--- src/rtl/mnist_capture_ctrl_pkg.sv ---
// mnist_pkg: types and defaults shared by the MNIST capture controller,
// its window generator, its bus interface and its testbench.
//   ctrl_state_t - controller FSM states
//   IMG_DIM / IMG_PIXELS - captured image side and pixel count
//   DEF_* - default box position, blanking offsets and buffer address width
package mnist_pkg;

    localparam int IMG_DIM    = 28;
    localparam int IMG_PIXELS = IMG_DIM * IMG_DIM;
    localparam int CNT_W      = 13;

    localparam int DEF_X_MIN          = 305;
    localparam int DEF_Y_MIN          = 225;
    localparam int DEF_H_BLANK_OFFSET = 160;
    localparam int DEF_V_BLANK_OFFSET = 45;
    localparam int DEF_ADDR_W         = 10;

    typedef enum logic [2:0] {
        ST_IDLE,
        ST_ARMED,
        ST_CAPTURE,
        ST_START,
        ST_WAIT_DONE
    } ctrl_state_t;

endpackage

--- src/rtl/mnist_capture_ctrl_if.sv ---
// mnist_capture_ctrl_if: all non-clock signals of the capture controller.
//   VGA side   : VGA_H_CNT, VGA_V_CNT, BIN_PIXVAL (controller inputs)
//   Request    : CAPTURE_REQ (level, in)
//   Buffer     : WR_EN, WR_ADDR, WR_DATA (out)
//   Classifier : CLS_START (out), CLS_READY, CLS_DONE, CLS_RESULT (in)
//   Status     : DIGIT, DIGIT_VALID, BUSY (out)
// Handshake: a classifier start is transferred on the clock edge where
// CLS_START and CLS_READY are both high; CLS_START stays high until then.
// Modport master is the controller, slave is its environment.
interface mnist_capture_ctrl_if #(
    parameter int ADDR_W = mnist_pkg::DEF_ADDR_W
);
    import mnist_pkg::*;

    logic              CAPTURE_REQ;
    logic [CNT_W-1:0]  VGA_H_CNT;
    logic [CNT_W-1:0]  VGA_V_CNT;
    logic [7:0]        BIN_PIXVAL;
    logic              WR_EN;
    logic [ADDR_W-1:0] WR_ADDR;
    logic [7:0]        WR_DATA;
    logic              CLS_START;
    logic              CLS_READY;
    logic              CLS_DONE;
    logic [3:0]        CLS_RESULT;
    logic [3:0]        DIGIT;
    logic              DIGIT_VALID;
    logic              BUSY;

    modport master (
        input  CAPTURE_REQ, VGA_H_CNT, VGA_V_CNT, BIN_PIXVAL,
        input  CLS_READY, CLS_DONE, CLS_RESULT,
        output WR_EN, WR_ADDR, WR_DATA, CLS_START,
        output DIGIT, DIGIT_VALID, BUSY
    );

    modport slave (
        output CAPTURE_REQ, VGA_H_CNT, VGA_V_CNT, BIN_PIXVAL,
        output CLS_READY, CLS_DONE, CLS_RESULT,
        input  WR_EN, WR_ADDR, WR_DATA, CLS_START,
        input  DIGIT, DIGIT_VALID, BUSY
    );

endinterface

--- src/rtl/mnist_capture_ctrl_roi_window_gen.sv ---
// roi_window_gen: decodes the VGA counters (blanking included).
//   vga_h_cnt, vga_v_cnt in  - raw counters
//   in_win               out - counters inside the box interior (border excluded)
//   frame_start          out - counters at (0,0)
// Purely combinational; the controller registers everything it drives out.
module roi_window_gen #(
    parameter int X_MIN          = mnist_pkg::DEF_X_MIN,
    parameter int Y_MIN          = mnist_pkg::DEF_Y_MIN,
    parameter int H_BLANK_OFFSET = mnist_pkg::DEF_H_BLANK_OFFSET,
    parameter int V_BLANK_OFFSET = mnist_pkg::DEF_V_BLANK_OFFSET,
    parameter int IMG_DIM        = mnist_pkg::IMG_DIM
) (
    input  logic [mnist_pkg::CNT_W-1:0] vga_h_cnt,
    input  logic [mnist_pkg::CNT_W-1:0] vga_v_cnt,
    output logic                        in_win,
    output logic                        frame_start
);
    import mnist_pkg::*;

    // The +1 skips the box border line/column drawn by the overlay.
    localparam logic [CNT_W-1:0] H_LO = CNT_W'(X_MIN + H_BLANK_OFFSET + 1);
    localparam logic [CNT_W-1:0] H_HI = CNT_W'(X_MIN + H_BLANK_OFFSET + IMG_DIM);
    localparam logic [CNT_W-1:0] V_LO = CNT_W'(Y_MIN + V_BLANK_OFFSET + 1);
    localparam logic [CNT_W-1:0] V_HI = CNT_W'(Y_MIN + V_BLANK_OFFSET + IMG_DIM);

    always_comb begin
        in_win      = (vga_h_cnt >= H_LO) && (vga_h_cnt <= H_HI) &&
                      (vga_v_cnt >= V_LO) && (vga_v_cnt <= V_HI);
        frame_start = (vga_h_cnt == '0) && (vga_v_cnt == '0);
    end

endmodule

--- src/rtl/mnist_capture_ctrl.sv ---
// mnist_capture_ctrl: captures the 28x28 binarized box interior into the
// classifier image buffer, starts the classifier and holds its result.
//   CLK       in  - VGA pixel clock
//   RST       in  - asynchronous active-high reset
//   bus       if  - VGA counters/pixel, capture request, buffer write port,
//                   classifier handshake and digit status (master side)
//   dbg_state out - current FSM state
// Every bus output is a flop; the write strobe lags the selecting counters
// by one clock.
module mnist_capture_ctrl #(
    parameter int X_MIN          = mnist_pkg::DEF_X_MIN,
    parameter int Y_MIN          = mnist_pkg::DEF_Y_MIN,
    parameter int H_BLANK_OFFSET = mnist_pkg::DEF_H_BLANK_OFFSET,
    parameter int V_BLANK_OFFSET = mnist_pkg::DEF_V_BLANK_OFFSET,
    parameter int IMG_DIM        = mnist_pkg::IMG_DIM,
    parameter int ADDR_W         = mnist_pkg::DEF_ADDR_W
) (
    input  logic                    CLK,
    input  logic                    RST,
    mnist_capture_ctrl_if.master    bus,
    output mnist_pkg::ctrl_state_t  dbg_state
);
    import mnist_pkg::*;

    localparam logic [ADDR_W-1:0] LAST_ADDR = ADDR_W'(IMG_DIM * IMG_DIM - 1);

    ctrl_state_t       state_q, state_d;
    logic [ADDR_W-1:0] pix_cnt_q, pix_cnt_d;
    logic              wr_en_q, wr_en_d;
    logic [ADDR_W-1:0] wr_addr_q, wr_addr_d;
    logic [7:0]        wr_data_q, wr_data_d;
    logic              cls_start_q, cls_start_d;
    logic [3:0]        digit_q, digit_d;
    logic              digit_valid_q, digit_valid_d;
    logic              busy_q, busy_d;
    logic              in_win;
    logic              frame_start;

    roi_window_gen #(
        .X_MIN          (X_MIN),
        .Y_MIN          (Y_MIN),
        .H_BLANK_OFFSET (H_BLANK_OFFSET),
        .V_BLANK_OFFSET (V_BLANK_OFFSET),
        .IMG_DIM        (IMG_DIM)
    ) u_roi (
        .vga_h_cnt   (bus.VGA_H_CNT),
        .vga_v_cnt   (bus.VGA_V_CNT),
        .in_win      (in_win),
        .frame_start (frame_start)
    );

    always_comb begin
        state_d       = state_q;
        pix_cnt_d     = pix_cnt_q;
        wr_en_d       = 1'b0;
        wr_addr_d     = wr_addr_q;
        wr_data_d     = wr_data_q;
        cls_start_d   = 1'b0;
        digit_d       = digit_q;
        digit_valid_d = digit_valid_q;

        case (state_q)
            ST_IDLE: begin
                if (bus.CAPTURE_REQ) begin
                    state_d       = ST_ARMED;
                    digit_valid_d = 1'b0;
                end
            end
            ST_ARMED: begin
                if (frame_start) begin
                    state_d   = ST_CAPTURE;
                    pix_cnt_d = '0;
                end
            end
            ST_CAPTURE: begin
                // A new frame before the image is complete restarts it from
                // address 0; the partially written buffer is just overwritten.
                if (frame_start) begin
                    pix_cnt_d = '0;
                end else if (in_win) begin
                    wr_en_d   = 1'b1;
                    wr_addr_d = pix_cnt_q;
                    wr_data_d = bus.BIN_PIXVAL;
                    pix_cnt_d = pix_cnt_q + 1'b1;
                    if (pix_cnt_q == LAST_ADDR) begin
                        state_d     = ST_START;
                        cls_start_d = 1'b1;
                    end
                end
            end
            ST_START: begin
                // cls_start_q is high throughout START, so CLS_READY alone
                // marks the transfer edge.
                if (bus.CLS_READY) begin
                    state_d = ST_WAIT_DONE;
                end else begin
                    cls_start_d = 1'b1;
                end
            end
            ST_WAIT_DONE: begin
                if (bus.CLS_DONE) begin
                    state_d       = ST_IDLE;
                    digit_d       = bus.CLS_RESULT;
                    digit_valid_d = 1'b1;
                end
            end
            default: begin
                state_d = ST_IDLE;
            end
        endcase

        busy_d = (state_d != ST_IDLE);
    end

    always_ff @(posedge CLK or posedge RST) begin
        if (RST) begin
            state_q       <= ST_IDLE;
            pix_cnt_q     <= '0;
            wr_en_q       <= 1'b0;
            wr_addr_q     <= '0;
            wr_data_q     <= '0;
            cls_start_q   <= 1'b0;
            digit_q       <= '0;
            digit_valid_q <= 1'b0;
            busy_q        <= 1'b0;
        end else begin
            state_q       <= state_d;
            pix_cnt_q     <= pix_cnt_d;
            wr_en_q       <= wr_en_d;
            wr_addr_q     <= wr_addr_d;
            wr_data_q     <= wr_data_d;
            cls_start_q   <= cls_start_d;
            digit_q       <= digit_d;
            digit_valid_q <= digit_valid_d;
            busy_q        <= busy_d;
        end
    end

    assign bus.WR_EN       = wr_en_q;
    assign bus.WR_ADDR     = wr_addr_q;
    assign bus.WR_DATA     = wr_data_q;
    assign bus.CLS_START   = cls_start_q;
    assign bus.DIGIT       = digit_q;
    assign bus.DIGIT_VALID = digit_valid_q;
    assign bus.BUSY        = busy_q;
    assign dbg_state       = state_q;

endmodule
--- src/flat_wrapper.sv ---
// flat-port wrapper written by rule: the top's interface ports become plain ports
module mnist_capture_ctrl_flat import mnist_pkg::*;
#(
    parameter int X_MIN          = mnist_pkg::DEF_X_MIN,
    parameter int Y_MIN          = mnist_pkg::DEF_Y_MIN,
    parameter int H_BLANK_OFFSET = mnist_pkg::DEF_H_BLANK_OFFSET,
    parameter int V_BLANK_OFFSET = mnist_pkg::DEF_V_BLANK_OFFSET,
    parameter int IMG_DIM        = mnist_pkg::IMG_DIM,
    parameter int ADDR_W         = mnist_pkg::DEF_ADDR_W
)
  (CLK, RST, dbg_state, bus_CAPTURE_REQ, bus_VGA_H_CNT, bus_VGA_V_CNT, bus_BIN_PIXVAL, bus_CLS_READY, bus_CLS_DONE, bus_CLS_RESULT, bus_WR_EN, bus_WR_ADDR, bus_WR_DATA, bus_CLS_START, bus_DIGIT, bus_DIGIT_VALID, bus_BUSY);
  mnist_capture_ctrl_if #(.ADDR_W(ADDR_W)) bus_i ();
  input  logic CLK;
  input  logic RST;
  output mnist_pkg::ctrl_state_t dbg_state;
  input wire logic [$bits(bus_i.CAPTURE_REQ)-1:0] bus_CAPTURE_REQ;
  input wire logic [$bits(bus_i.VGA_H_CNT)-1:0] bus_VGA_H_CNT;
  input wire logic [$bits(bus_i.VGA_V_CNT)-1:0] bus_VGA_V_CNT;
  input wire logic [$bits(bus_i.BIN_PIXVAL)-1:0] bus_BIN_PIXVAL;
  input wire logic [$bits(bus_i.CLS_READY)-1:0] bus_CLS_READY;
  input wire logic [$bits(bus_i.CLS_DONE)-1:0] bus_CLS_DONE;
  input wire logic [$bits(bus_i.CLS_RESULT)-1:0] bus_CLS_RESULT;
  output wire logic [$bits(bus_i.WR_EN)-1:0] bus_WR_EN;
  output wire logic [$bits(bus_i.WR_ADDR)-1:0] bus_WR_ADDR;
  output wire logic [$bits(bus_i.WR_DATA)-1:0] bus_WR_DATA;
  output wire logic [$bits(bus_i.CLS_START)-1:0] bus_CLS_START;
  output wire logic [$bits(bus_i.DIGIT)-1:0] bus_DIGIT;
  output wire logic [$bits(bus_i.DIGIT_VALID)-1:0] bus_DIGIT_VALID;
  output wire logic [$bits(bus_i.BUSY)-1:0] bus_BUSY;
  assign bus_i.CAPTURE_REQ = bus_CAPTURE_REQ;
  assign bus_i.VGA_H_CNT = bus_VGA_H_CNT;
  assign bus_i.VGA_V_CNT = bus_VGA_V_CNT;
  assign bus_i.BIN_PIXVAL = bus_BIN_PIXVAL;
  assign bus_i.CLS_READY = bus_CLS_READY;
  assign bus_i.CLS_DONE = bus_CLS_DONE;
  assign bus_i.CLS_RESULT = bus_CLS_RESULT;
  assign bus_WR_EN = bus_i.WR_EN;
  assign bus_WR_ADDR = bus_i.WR_ADDR;
  assign bus_WR_DATA = bus_i.WR_DATA;
  assign bus_CLS_START = bus_i.CLS_START;
  assign bus_DIGIT = bus_i.DIGIT;
  assign bus_DIGIT_VALID = bus_i.DIGIT_VALID;
  assign bus_BUSY = bus_i.BUSY;
  mnist_capture_ctrl #(.X_MIN(X_MIN), .Y_MIN(Y_MIN), .H_BLANK_OFFSET(H_BLANK_OFFSET), .V_BLANK_OFFSET(V_BLANK_OFFSET), .IMG_DIM(IMG_DIM), .ADDR_W(ADDR_W)) u_core (.CLK(CLK), .RST(RST), .bus(bus_i), .dbg_state(dbg_state));
endmodule
--- config.mk ---
export PLATFORM = sky130hd
export DESIGN_NAME = mnist_capture_ctrl_flat
export DESIGN_NICKNAME = d
export VERILOG_FILES = /design/src/rtl/mnist_capture_ctrl_pkg.sv /design/src/rtl/mnist_capture_ctrl_if.sv /design/src/rtl/mnist_capture_ctrl_roi_window_gen.sv /design/src/rtl/mnist_capture_ctrl.sv /design/src/flat_wrapper.sv
export SDC_FILE = /design/constraint.sdc
export NUM_CORES = 1
export LEC_CHECK = 0
export CORE_MARGIN = 1
export CORE_UTILIZATION = 46
export CTS_BUF_LIST = sky130_fd_sc_hd__clkbuf_8
export DETAILED_ROUTE_END_ITERATION = 12
export PLACE_DENSITY = 0.83
export SETUP_SLACK_MARGIN = 0.1
export SLEW_MARGIN = 30
export SYNTH_ARGS = -nofsm -noshare
export SYNTH_HDL_FRONTEND = slang
export SYNTH_SLANG_ARGS = --single-unit
--- constraint.sdc ---
create_clock -name CLK -period 2.1 [get_ports CLK]
set_clock_uncertainty 0.05 [all_clocks]
set_input_delay 0.21 -clock CLK [delete_from_list [all_inputs] [get_ports CLK]]
set_output_delay 0.21 -clock CLK [all_outputs]
set_load 0.01 [all_outputs]
==> results.txt, run 1 <==
status = completed
Synth Instances = 171
number of antenna violations at the first check in global routing = 0
ANT nets after route = 0
placed cell areas = 2810 um2
worst-margin pin slew = 0.4791 ns
die footprint = 4480 um2
vias in the first global route = 1530
H-tree depth = 2
largest net degree at the start of global routing = 40
unrepaired setup endpoints after global routing = yes
# rows = 23
worst vdd ir = 0.2660 mV
CP startpoint kind = input pin
synthesized area per cell = 11.34 um2
1st-iter DRT viols = 128
area leader, netlist = dfrtp_1
Setup WS pre-CTS = -0.2416 ns
first-pass GRT wire length = 6810 um
WP data arrival = 2.17 ns
Final setup viols = 0
Tcrit/Tclk final = 95.32%
TNS Setup = 0 ns
drt pass-1 iters = 4
Yosys top cell area share = 50.32%
CTS hold repair buffers = 0
worst r2r path cells = 5
Initial Utilization = 48.14%
CTS buffer count = 5
number of antenna diodes = 0
IO Port Bufs = 71
critical path class = input pin to flop
slew margin rel. = 68.06%
Critical R2R Capture = u_core.pix_cnt_q[7]$_DFFE_PP0P_
final instance area = 2968 um2
fraction of the yosys area taken by sequential cells = 50.32%
estimated wirelength of the detail-placed design = 3347 um
dominant cells by area after synthesis = dfrtp_1, mux2_2, o21ai_0
synthesized net count = 215
fillers = 283
power density cells = 456.9 nW/um2
die height = 66.93 um
worst setup path start = bus_VGA_V_CNT[9]
global placement routability congestion = 0.8950
f_max = 499.6 MHz
clock tree from TritonCTS = done
Yosys reg bits = 39
DR WL/cell = 14.37 um
top_reg_cell synth = dfrtp_1
Lkg Pwr = 1.326 nW
global router's overall resource usage = 20.86%
Clock Tree Buf Depth = 2
Tot Pwr = 0.001356 W
post-layout min period = 2.002 ns
final slew viol count = 0
Horiz. Die Dim = 66.93 um
Final Hold Fails = 0
clock slew seen by the registers of the worst setup and hold paths = 0.07 ns
Clk Latency, worst-skew pair = 0.29 ns
# Max-Cap Violations = 0
Core ar. = 4029 um2
# IOs = 72
layout cells sized above 1 = 24.43%
Netlist cell types = 43
CP endpoint = u_core.pix_cnt_q[7]$_DFFE_PP0P_
EDFF count, synth = 0
nets = 305
fin worst setup slack = 0.09834 ns
Area Growth Syn to Fin = 53.03%
cell count after placement = 302
GRT Residual Overflow = 0
synth warn = 0
most common cell after layout, fill and taps aside = clkdlybuf4s50_1
WP data required = 2.27 ns
crit path capture type = flop
async set-reset flop share out of synthesis = 100.0%
peak fanout along the critical path = 5
reg2reg setup slack = 0.16 ns
most frequent cells in the layout = clkdlybuf4s50_1, dfrtp_1, mux2_2
DRT Wirelength = 4483 um
Hold Path Class = input pin to asynchronous set/reset pin
vias per inst = 5.378
clk sinks = 39
Post-Syn Area = 1939 um2
Remaining DRCs = 0
fin cells = 312
Root Buffer = clkbuf_8
routed vias = 1678
worst r2r src = u_core.dbg_state[0]$_DFF_PP0_
per-stage QoR:
stage | hold WS [ns] | utilization, %
finish | 0.2856 | 73.66
global route | 0.3591 | 73.66
CTS | 0.3105 | 71.89
detailed placement | 0.4329 | 69.75
global placement | 0.4140 | 69.75
floorplan | 0.3084 | -
sequential cells by signal, indices dropped and copies added, names as in the netlist:
name                    count
u_core.bus.WR_DATA          8
u_core.bus.WR_EN            1
u_core.bus.BUSY             1
u_core.bus.DIGIT_VALID      1
u_core.bus.DIGIT            4
u_core.pix_cnt_q           10
u_core.dbg_state            3
u_core.bus.WR_ADDR         10
u_core.bus.CLS_START        1
cells in the mapped netlist, types with 2 or more instances:
| master | instances |
|---|---|
| and4_1 | 2 |
| dfrtp_1 | 39 |
| or4_1 | 3 |
| o21a_1 | 3 |
| mux2_2 | 21 |
| nand3_1 | 9 |
| o21ai_0 | 10 |
| nor2_1 | 9 |
| inv_1 | 4 |
| or3_1 | 3 |
| nand4_1 | 3 |
| nand2b_1 | 3 |
| nor4_1 | 3 |
| and3_1 | 3 |
| nor3_1 | 5 |
| nand2_1 | 9 |
| buf_2 | 3 |
| or4_4 | 3 |
| nand3b_1 | 2 |
| o31ai_1 | 3 |
| a21oi_1 | 9 |
worst min path at each step:
stage | from | to | slack (ns) | cells past startpoint
finish | RST | u_core.bus.WR_DATA[6]$_DFFE_PP0P_ | 0.29 | 3
global route | RST | u_core.bus.WR_DATA[6]$_DFFE_PP0P_ | 0.36 | 3
CTS | RST | u_core.bus.WR_DATA[6]$_DFFE_PP0P_ | 0.31 | 3
detailed placement | u_core.bus.WR_ADDR[4]$_DFFE_PP0P_ | u_core.bus.WR_ADDR[4]$_DFFE_PP0P_ | 0.43 | 2
global placement | u_core.bus.WR_ADDR[4]$_DFFE_PP0P_ | u_core.bus.WR_ADDR[4]$_DFFE_PP0P_ | 0.41 | 2
floorplan | bus_CAPTURE_REQ | u_core.dbg_state[0]$_DFF_PP0_ | 0.31 | 2
metal layers:
metal	wire, um	part of all wire, %	global-route usage (%)	vias up
met5	0	0	0	-
met4	59	1.3	7.979	0
met3	201	4.5	4.110	7
met2	2412	54	36.24	61
met1	1810	40	25.14	788
li1	-	-	-	822
cells by family (layout without fill, tap and decap cells):
family	count (synthesis)	count (layout)	synth area share, %
adder cells (fa/ha/maj)	1	1	0.6451
XOR/XNOR	1	1	0.4517
AO/OA/AOI/OAI	32	32	11.42
AND/OR/NAND/NOR	65	65	21.48
flip-flops	39	39	50.32
buffers and inverters	11	102	2.967
multiplexers	22	22	12.71
where the power goes:
part	total [W]	internal [W]	switching, W	leakage (nW)
Combinational	0.000136	0.0000852	0.0000505	0.741
Sequential	0.000751	0.000751	0.0000000000969	0.535
Clock	0.000469	0.000223	0.000246	0.0505
worst max-delay path: stages:
cell and delay [ns]:
clkdlybuf4s50_1 0.40, or4_4 0.53, nor2_8 0.13, buf_6 0.11, nand4_4 0.10, or4b_4 0.56, a21oi_2 0.14
cell type report:
class	instances	area, um2	share of cell area, %
flip-flops and latches	39	975.9	32.88
multi-input cells	121	950.9	32.04
repair buffers	90	882.1	29.72
clock buffers	5	68.82	2.319
well taps	50	62.56	2.108
inverters	4	15.01	0.5059
clock inverters	3	12.51	0.4216
what timing repair did:
item	in CTS	in global routing
gates resized for setup	1	14
setup endpoints to repair	6	21
pin swaps	2	7
buffers inserted	0	2
(Power assumes the default switching activity.)
==> run 2: changes to the inputs <==
--- a/config.mk
+++ b/config.mk
@@ -6,12 +6,13 @@
 export NUM_CORES = 1
 export LEC_CHECK = 0
 export CORE_MARGIN = 1
-export CORE_UTILIZATION = 46
+export CORE_UTILIZATION = 45
 export CTS_BUF_LIST = sky130_fd_sc_hd__clkbuf_8
 export DETAILED_ROUTE_END_ITERATION = 12
-export PLACE_DENSITY = 0.83
+export PLACE_DENSITY = 0.81
 export SETUP_SLACK_MARGIN = 0.1
 export SLEW_MARGIN = 30
 export SYNTH_ARGS = -nofsm -noshare
 export SYNTH_HDL_FRONTEND = slang
+export SYNTH_HIERARCHICAL = 1
 export SYNTH_SLANG_ARGS = --single-unit
==> results.txt, run 2 <==
status = completed
clock tree from TritonCTS = done
vias per inst = 5.529 (+2.8%)
die footprint = 4507 um2 (+0.61%)
global placement routability congestion = 0.8292 (-7.4%)
synthesized area per cell = 10.97 um2 (-3.2%)
Area Growth Syn to Fin = 64.88%
Critical R2R Capture = u_core/bus.WR_DATA[0]$_DFFE_PP0P_
clock slew seen by the registers of the worst setup and hold paths = 0.07 ns (about the same)
Core ar. = 4029 um2 (unchanged)
Tcrit/Tclk final = 96.83% (+1.5 points)
worst-margin pin slew = 0.4926 ns (+0.01345 ns)
DR WL/cell = 16.04 um (+12%)
GRT Residual Overflow = 0 (unchanged)
Netlist cell types = 43 (unchanged)
most frequent cells in the layout = clkdlybuf4s50_1, dfrtp_1, buf_4
Final Hold Fails = 0 (unchanged)
fin worst setup slack = 0.06661 ns (-0.03174 ns)
unrepaired setup endpoints after global routing = yes
# rows = 23 (unchanged)
slew margin rel. = 67.16% (-0.90 points)
routed vias = 1786 (+6.4%)
Slowest Stage Delay on Critical Path = 0.53 ns (-0.03 ns)
estimated wirelength of the detail-placed design = 3232 um (-3.4%)
CTS hold repair buffers = 0 (unchanged)
fillers = 260 (-8.1%)
vias in the first global route = 1700 (+11%)
Hold Path Class = input pin to asynchronous set/reset pin
Reg area = 975.9 um2 (unchanged)
power density cells = 422.6 nW/um2 (-7.5%)
worst-path cell chain = buf_6 -> or4_4 -> nor3_4 -> and4_4 -> buf_6 -> nor4b_4 -> nand2_4 -> buf_12 -> buf_6 -> buf_12 -> mux2_4
Post-Syn Area = 1909 um2 (-1.5%)
f_max = 491.8 MHz (-1.6%)
TNS Setup = 0 ns (unchanged)
most common cell after layout, fill and taps aside = clkdlybuf4s50_1
fin cells = 323 (+3.5%)
CP most frequent cell = buf_6
critical path class = input pin to flop
CP delay by family, top = simple AND/OR/NAND/NOR gates
global router's overall resource usage = 24.42% (+3.6 points)
Remaining DRCs = 0 (unchanged)
Yosys reg bits = 39 (unchanged)
top_reg_cell synth = dfrtp_1
WP data arrival = 2.16 ns (about the same)
Clk Latency, worst-skew pair = 0.29 ns (about the same)
worst path bufs/invs = 5 (+3)
Yosys top cell area share = 51.11% (+0.79 points)
worst r2r src = u_core/dbg_state[1]$_DFF_PP0_
worst r2r path cells = 6 (+1)
reg2reg setup slack = 0.19 ns (+0.03 ns)
post-layout min period = 2.033 ns (+0.03174 ns)
IO Port Bufs = 71 (unchanged)
clk sinks = 39 (unchanged)
# Max-Cap Violations = 0 (unchanged)
Initial Utilization = 47.39% (-0.75 points)
Lkg Pwr = 1.481 nW (+12%)
final slew viol count = 0 (unchanged)
number of antenna violations at the first check in global routing = 0 (unchanged)
CP startpoint kind = input pin
async set-reset flop share out of synthesis = 100.0% (unchanged)
Clock Tree Buf Depth = 2 (unchanged)
synth cell count leaders = dfrtp_1, mux2_2, a21oi_1
worst vdd ir = 0.4138 mV (+56%)
ANT nets after route = 0 (unchanged)
crit path capture type = flop
DRT Wirelength = 5182 um (+16%)
H-tree depth = 2 (unchanged)
die height = 67.14 um (+0.31%)
layout cells sized above 1 = 30.04% (+5.6 points)
Crit-path slowest cell = or4_4
1st-iter DRT viols = 182 (+42%)
cell count after placement = 303 (+0.33%)
Horiz. Die Dim = 67.14 um (+0.31%)
area leader, netlist = dfrtp_1
EDFF count, synth = 0 (unchanged)
Synth Instances = 174 (+1.8%)
Multi-input gate area = 1031 um2 (+8.4%)
nets = 316 (+3.6%)
dominant cells by area after synthesis = dfrtp_1, mux2_2, a21oi_1
Final setup viols = 0 (unchanged)
CTS buffer count = 5 (unchanged)
worst setup path start = bus_VGA_V_CNT[12]
number of antenna diodes = 0 (unchanged)
# IOs = 72 (unchanged)
WP data required = 2.22 ns (-0.05 ns)
first-pass GRT wire length = 8128 um (+19%)
most frequent cell after synthesis = dfrtp_1
fraction of the yosys area taken by sequential cells = 51.11% (+0.79 points)
Root Buffer = clkbuf_8
peak fanout along the critical path = 5 (unchanged)
Setup WS pre-CTS = -0.6149 ns (-0.3733 ns)
synthesized net count = 218 (+1.4%)
largest net degree at the start of global routing = 40 (unchanged)
synth warn = 6 (+6)
drt pass-1 iters = 4 (unchanged)
-- run 2: timing repair --
item / 4_1_cts / 5_1_grt
resized for setup: 48 / 19
buffers inserted: 8 / 2
setup endpoints to repair: 32 / 28
pin swaps: 10 / 7
gates cloned: 2 / 1
-- run 2: cells by family (layout without fill, tap and decap cells) --
logic type	Yosys count	count (layout)	share of synthesized area [%]
buffers and inverters	15	113	3.931
multiplexers	22	22	12.91
AO/OA/AOI/OAI	35	36	11.86
adder cells (fa/ha/maj)	1	1	0.6552
XOR/XNOR	1	1	0.4588
AND/OR/NAND/NOR	61	61	19.07
flip-flops	39	39	51.11
-- run 2: how the worst max path moves through the flow --
stage	endpoint	slack (ns)	cells past startpoint
final	u_core/bus.WR_DATA[0]$_DFFE_PP0P_	0.07	11
after global routing	u_core/bus.WR_DATA[0]$_DFFE_PP0P_	0.002	11
after CTS	u_core/bus.WR_ADDR[3]$_DFFE_PP0P_	0.10	10
after detailed placement	u_core/pix_cnt_q[9]$_DFFE_PP0P_	-0.61	8
after global placement	u_core/pix_cnt_q[8]$_DFFE_PP0P_	-0.54	8
after floorplan	u_core/pix_cnt_q[5]$_DFFE_PP0P_	-0.09	8
-- run 2: metal layers --
metal | wire length, um | vias up | GRT usage (%)
li1 | - | 846 | -
met1 | 2219 | 874 | 32.97
met2 | 2655 | 59 | 39.25
met3 | 253 | 7 | 4.730
met4 | 54 | 0 | 7.979
met5 | 0 | - | 0
-- run 2: through the flow --
step | cell area [um2] | power, W | hold slack [ns] | utilization [%]
floorplan | 1972 | 0.0007877 | 0.3085 | -
global placement | 2820 | 0.0008872 | 0.4251 | 70.00
detailed placement | 2820 | 0.0008889 | 0.4333 | 70.00
CTS | 3074 | 0.001343 | 0.2999 | 76.30
global route | 3148 | 0.001397 | 0.3516 | 78.14
finish | 3148 | 0.001330 | 0.2906 | 78.14
-- run 2: layout make-up --
class	instances	area share, %
Multi-Input combinational cell	121	32.75
Timing Repair Buffer	100	31.08
Sequential cell	39	31.00
Clock buffer	5	2.186
Tap cell	50	1.987
Inverter	5	0.5962
Clock inverter	3	0.3975
-- run 2: where the power goes --
part	switching, W	internal [W]
combinational	0.0000423	0.0000709
sequential	0.00000000347	0.000751
clock	0.000243	0.000223
-- run 2: tightest hold or removal path, cell delays in order --
cell             delay (ns)
clkdlybuf4s50_1        0.39
inv_1                  0.05
buf_4                  0.42
==> patch 1, RTL diff (config.mk and constraints of run 2) <==
The package constant `CNT_W` goes from 13 to 26.
--- a/src/rtl/mnist_capture_ctrl_pkg.sv
+++ b/src/rtl/mnist_capture_ctrl_pkg.sv
@@ -9,3 +9,3 @@
     localparam int IMG_PIXELS = IMG_DIM * IMG_DIM;
-    localparam int CNT_W      = 13;
+    localparam int CNT_W      = 26;
 
Ports: changed (resized bus_VGA_H_CNT and bus_VGA_V_CNT); port bits go from 72 to 98. The function was not compared with the original's and may differ.
==> patch 1 against run 2 <==
  * The flow now finishes with violations (setup timing)
  * Worst hold slack got worse by 4.1 ps
  * Total power up 6.6%
  * Synthesized area rose by 5.0%
  * Critical endpoint is now u_core/pix_cnt_q[5]
  * Die area grew 4.9%
  * Wire length increased by 19%
  * Largest cell class unchanged
  * Setup slack worse by 87 ps
  * Sequential cell count did not move
  * Cell area up 11%
==> patch 1: results (changes against run 2) <==
[place]
port-buffer-count = 97  ; +37%
hpwlAfterDp_mm = 4.288  ; +33%
gp_congestion = 0.7911  ; -4.6%
placed_area_mm2 = 0.003204  ; +14%
dp_slack_ps = -732.0  ; -117.1 ps

[final_layout]
num-nets-final = 382  ; +21%
fillers = 231  ; -11%
diodes = 0  ; unchanged
drive_gt1_share_pct = 40.71  ; +11 points

[detailed_routing]
vias = 2051  ; +15%
drcViolationCount = 0  ; unchanged
drtPass1Iterations = 4  ; unchanged
wire_per_inst_um = 17.08  ; +6.5%
drt-initial-drc-count = 85  ; -53%

[yosys]
synthTopCellsByCount = dfrtp_1, mux2_2, nor4_1
syn_nets = 259  ; +19%
yosys-top-cells-area = dfrtp_1, mux2_2, nor4_1
async_flop_share_pct = 100.0  ; unchanged
ys_seq_area_share_pct = 48.66  ; -2.5 points
synth_cell_types = 44  ; +2.3%

[cts]
insertion_delay_ps = 290  ; about the same
cts.htree.levels = 2  ; unchanged
root_buffer = clkbuf_8
path_clk_slew_ps = 70  ; about the same
numCtsBuffers = 5  ; unchanged

[critical_path]
crit_family = simple AND/OR/NAND/NOR gates
cp.arrival_ps = 2290  ; +130 ps
critPathMaxFanout = 6  ; +1
critPathMaxStageDelay_ps = 510  ; -20 ps
reg2reg_slack_ps = 280  ; +90 ps
slowest_stage = or4_4
ff2ff_path_depth = 5  ; -1

[timing]
hold_slack_ps = 286.5  ; -4.099 ps
setup_slack_ps = -20.32  ; -86.93 ps
worst_slew_pin_slew_ps = 481.2  ; -11.37 ps
finalSetupViolCount = 1  ; +1

[global_route]
first_global_vias = 1970  ; +16%
grt_usage_pct = 26.54  ; +2.1 points
grt_pass1_wl_mm = 9.149  ; +13%

[outcome]
status = finished, violations left
violations = setup timing

[power_and_ir_drop]
vdd.ir_drop.worst_mv = 0.3855  ; -6.8%
leakage_nw = 1.571  ; +6.1%

[patch 1: where the power goes]
group / internal [mW] / leakage [nW] / total (mW) / switching [mW]
Clock: 0.257 / 0.0470 / 0.494 / 0.237
Combinational: 0.102 / 0.994 / 0.172 / 0.0706
Sequential: 0.751 / 0.529 / 0.751 / 0.00000000000154
Total: 1.11 / 1.57 / 1.42 / 0.308
[patch 1: what timing repair did]
action | in CTS | in global routing
buffers inserted | 4 | 5
endpoints found under the setup margin | 32 | 32
resized for setup | 118 | 69
gates cloned | 1 | 0
pin swaps | 27 | 24
[patch 1: path summary, 6_finish.rpt]
kind	start	endpoint
min reg2reg	u_core/bus.DIGIT[2]	u_core/bus.DIGIT[2]
min in group CLK	u_core/bus.DIGIT[2]	u_core/bus.DIGIT[2]
max reg2reg	u_core/pix_cnt_q[0]	u_core/pix_cnt_q[8]
max	bus_VGA_V_CNT[5]	u_core/pix_cnt_q[5]
max in group asynchronous	RST	u_core/pix_cnt_q[9]
min	RST	u_core/bus.DIGIT[1]
[patch 1: cells by family (layout without fill, tap and decap cells)]
logic type,count (synthesis),in the layout,synth area share [%]
buffers and inverters,15,137,3.742
multiplexers,22,22,12.29
adder cells (fa/ha/maj),1,1,0.6237
XOR/XNOR,1,1,0.4368
flip-flops,39,39,48.66
AO/OA/AOI/OAI,36,37,11.98
AND/OR/NAND/NOR,75,75,22.27
[patch 1: routing by layer]
metal | vias to the layer above | global-route usage, % | share of wire (%)
met5 | - | 0 | 0
met2 | 79 | 45.96 | 51
met4 | 0 | 9.949 | 2.7
li1 | 971 | - | -
met3 | 21 | 4.934 | 4.3
met1 | 980 | 32.68 | 41
[patch 1: tightest hold or removal path: stages]
cell	delay (ps)
clkdlybuf4s50_1	400
inv_1	50
buf_4	410
[patch 1: layout make-up]
class	count	area, um^2	share of cell area, %
Clock buffer	6	82.58	2.360
Multi-Input combinational cell	136	1279	36.54
Tap cell	50	62.56	1.788
Timing Repair Buffer	125	1076	30.75
Sequential cell	39	975.9	27.89
Clock inverter	1	5.005	0.1430
Inverter	5	18.77	0.5363
[patch 1: metrics by stage]
step                instances  TNS [ps]
detailed placement        346    -19740
global placement          346    -17820
global route              362    -705.3
floorplan                 189    -549.0
CTS                       358    -1.257
finish                    362    -20.32
==> patch 2, RTL diff (config.mk and constraints of run 2) <==
Without the edit above. Register the output `dbg_state` once more, without a reset; this adds one clock of latency there. The other outputs are not delayed to match.
--- a/src/rtl/mnist_capture_ctrl.sv
+++ b/src/rtl/mnist_capture_ctrl.sv
@@ -145,3 +145,5 @@
     assign bus.BUSY        = busy_q;
-    assign dbg_state       = state_q;
+    always_ff @(posedge CLK) begin
+        dbg_state <= state_q;
+    end
 
Formal check against the unedited RTL: not equivalent (a bounded check fails within 4 cycles, from zero or initial values and one cycle with RST high).
==> patch 2 against run 2 <==
  * Combinational power is 53% higher
  * Maximum frequency increased by 1.8%
  * Cell area fell by 1.4%
  * Total power up 34%
  * Non-clock buffer count shrank 6
  * Synthesized area grew 5.2%
  * Setup slack better by 35 ps
  * Wire length down 2.9%
  * Register-to-register slack better by 90 ps
  * Die area is 5.1% higher
  * Sequential cell count up 3
  * Critical path type unchanged
  * Largest cell class is now sequential cells
==> patch 2: results (changes against run 2) <==
[outcome]
status = finished, final reports clean

[yosys]
async_flop_share_pct = 92.86  ; -7.1 points
yosys.area_share.xor_xnor_pct = 0.8717  ; +0.41 points
synth-adder-area-share_pct = 0.6227  ; -0.033 points
yosys-top-cells-area = dfrtp_1, mux2_2, buf_6
ys_seq_area_share_pct = 51.56  ; +0.44 points
synth.mux.area_fraction_pct = 13.26  ; +0.35 points
synthTopCellsByCount = dfrtp_1, mux2_2, nand2_1
syn_nets = 214  ; -1.8%
synth-compound-area-share_pct = 11.58  ; -0.28 points
synth_cell_types = 49  ; +14%
synth_edf_count = 0  ; unchanged

[critical_path]
cp.arrival_ps = 2120  ; -40 ps
ff2ff_path_depth = 5  ; -1
critPathMaxFanout = 7  ; +2

[detailed_routing]
drt-initial-drc-count = 140  ; -23%
wl_met2_mm = 2.609  ; -1.7%
drt_wl_total_mm = 5.033  ; -2.9%
wl_met3_um = 286  ; +13%
wl_met1_mm = 2.007  ; -9.6%

[power_and_ir_drop]
p_sw_mw = 0.3535  ; +24%
vdd.ir_drop.worst_mv = 0.5156  ; +25%

[timing]
period_share_pct = 95.15  ; -1.7 points
worst_slew_pin_slew_ps = 482.8  ; -9.780 ps

[global_route]
grt_pass1_wl_mm = 7.534  ; -7.3%
grt_usage_pct = 22.31  ; -2.1 points
grtUsageMet1_pct = 26.00  ; -7.0 points
met3_usage_pct = 6.579  ; +1.8 points
grt_use_met2_pct = 36.89  ; -2.4 points

[final_layout]
drive_gt1_share_pct = 27.65  ; -2.4 points
num-nets-final = 307  ; -2.8%

[place]
gp_congestion = 0.8933  ; +7.7%
hpwlAfterDp_mm = 3.598  ; +11%

[patch 2: metrics by stage]
step	area, um^2	instances	setup slack [ps]
finish	3105	314	101.9
global route	3105	314	15.90
CTS	3073	314	6.284
detailed placement	2888	306	-559.7
global placement	2888	306	-515.0
floorplan	2018	170	-62.61
[patch 2: kinds of logic after synthesis]
family                   count (synthesis)
AND/OR/NAND/NOR                         56
flip-flops                              42
AO/OA/AOI/OAI                           33
buffers and inverters                   12
multiplexers                            24
adder cells (fa/ha/maj)                  1
XOR/XNOR                                 2
[patch 2: power groups by stage]
stage	sequential [mW]	combinational, mW	clock (mW)
floorplan	0.850	0.0575	0
global placement	0.852	0.173	0
CTS	0.838	0.171	0.788
finish	0.839	0.173	0.776
global route	0.841	0.188	0.814
detailed placement	0.854	0.177	0
[patch 2: final cells by class]
class                           instances  area [um^2]
Fill cell                             290         1039
Inverter                                4        20.02
Clock inverter                          2        60.06
Timing Repair Buffer                   94        878.3
Multi-Input combinational cell        116        965.9
Clock buffer                            6        82.58
Tap cell                               50        62.56
Sequential cell                        42         1036
[patch 2: path summary, 6_finish.rpt]
path | from | to | slack, ps
min in group CLK | u_core/bus.WR_ADDR[3] | u_core/bus.WR_ADDR[3] | 460
min reg2reg | u_core/bus.WR_ADDR[3] | u_core/bus.WR_ADDR[3] | 460
min | RST | u_core/bus.DIGIT[0] | 270
max | bus_VGA_V_CNT[10] | u_core/pix_cnt_q[5] | 100
max reg2reg | u_core/state_q[0] | u_core/pix_cnt_q[5] | 280
max in group asynchronous | RST | u_core/state_q[1] | 1380
[patch 2: timing repair]
item / 4_1_cts / 5_1_grt
hold buffers: 0 / 0
pin swaps: 17 / 14
resized for setup: 45 / 9
hold endpoints to repair: 0 / 0
endpoints found under the setup margin: 32 / 28
buffers inserted: 1 / 0
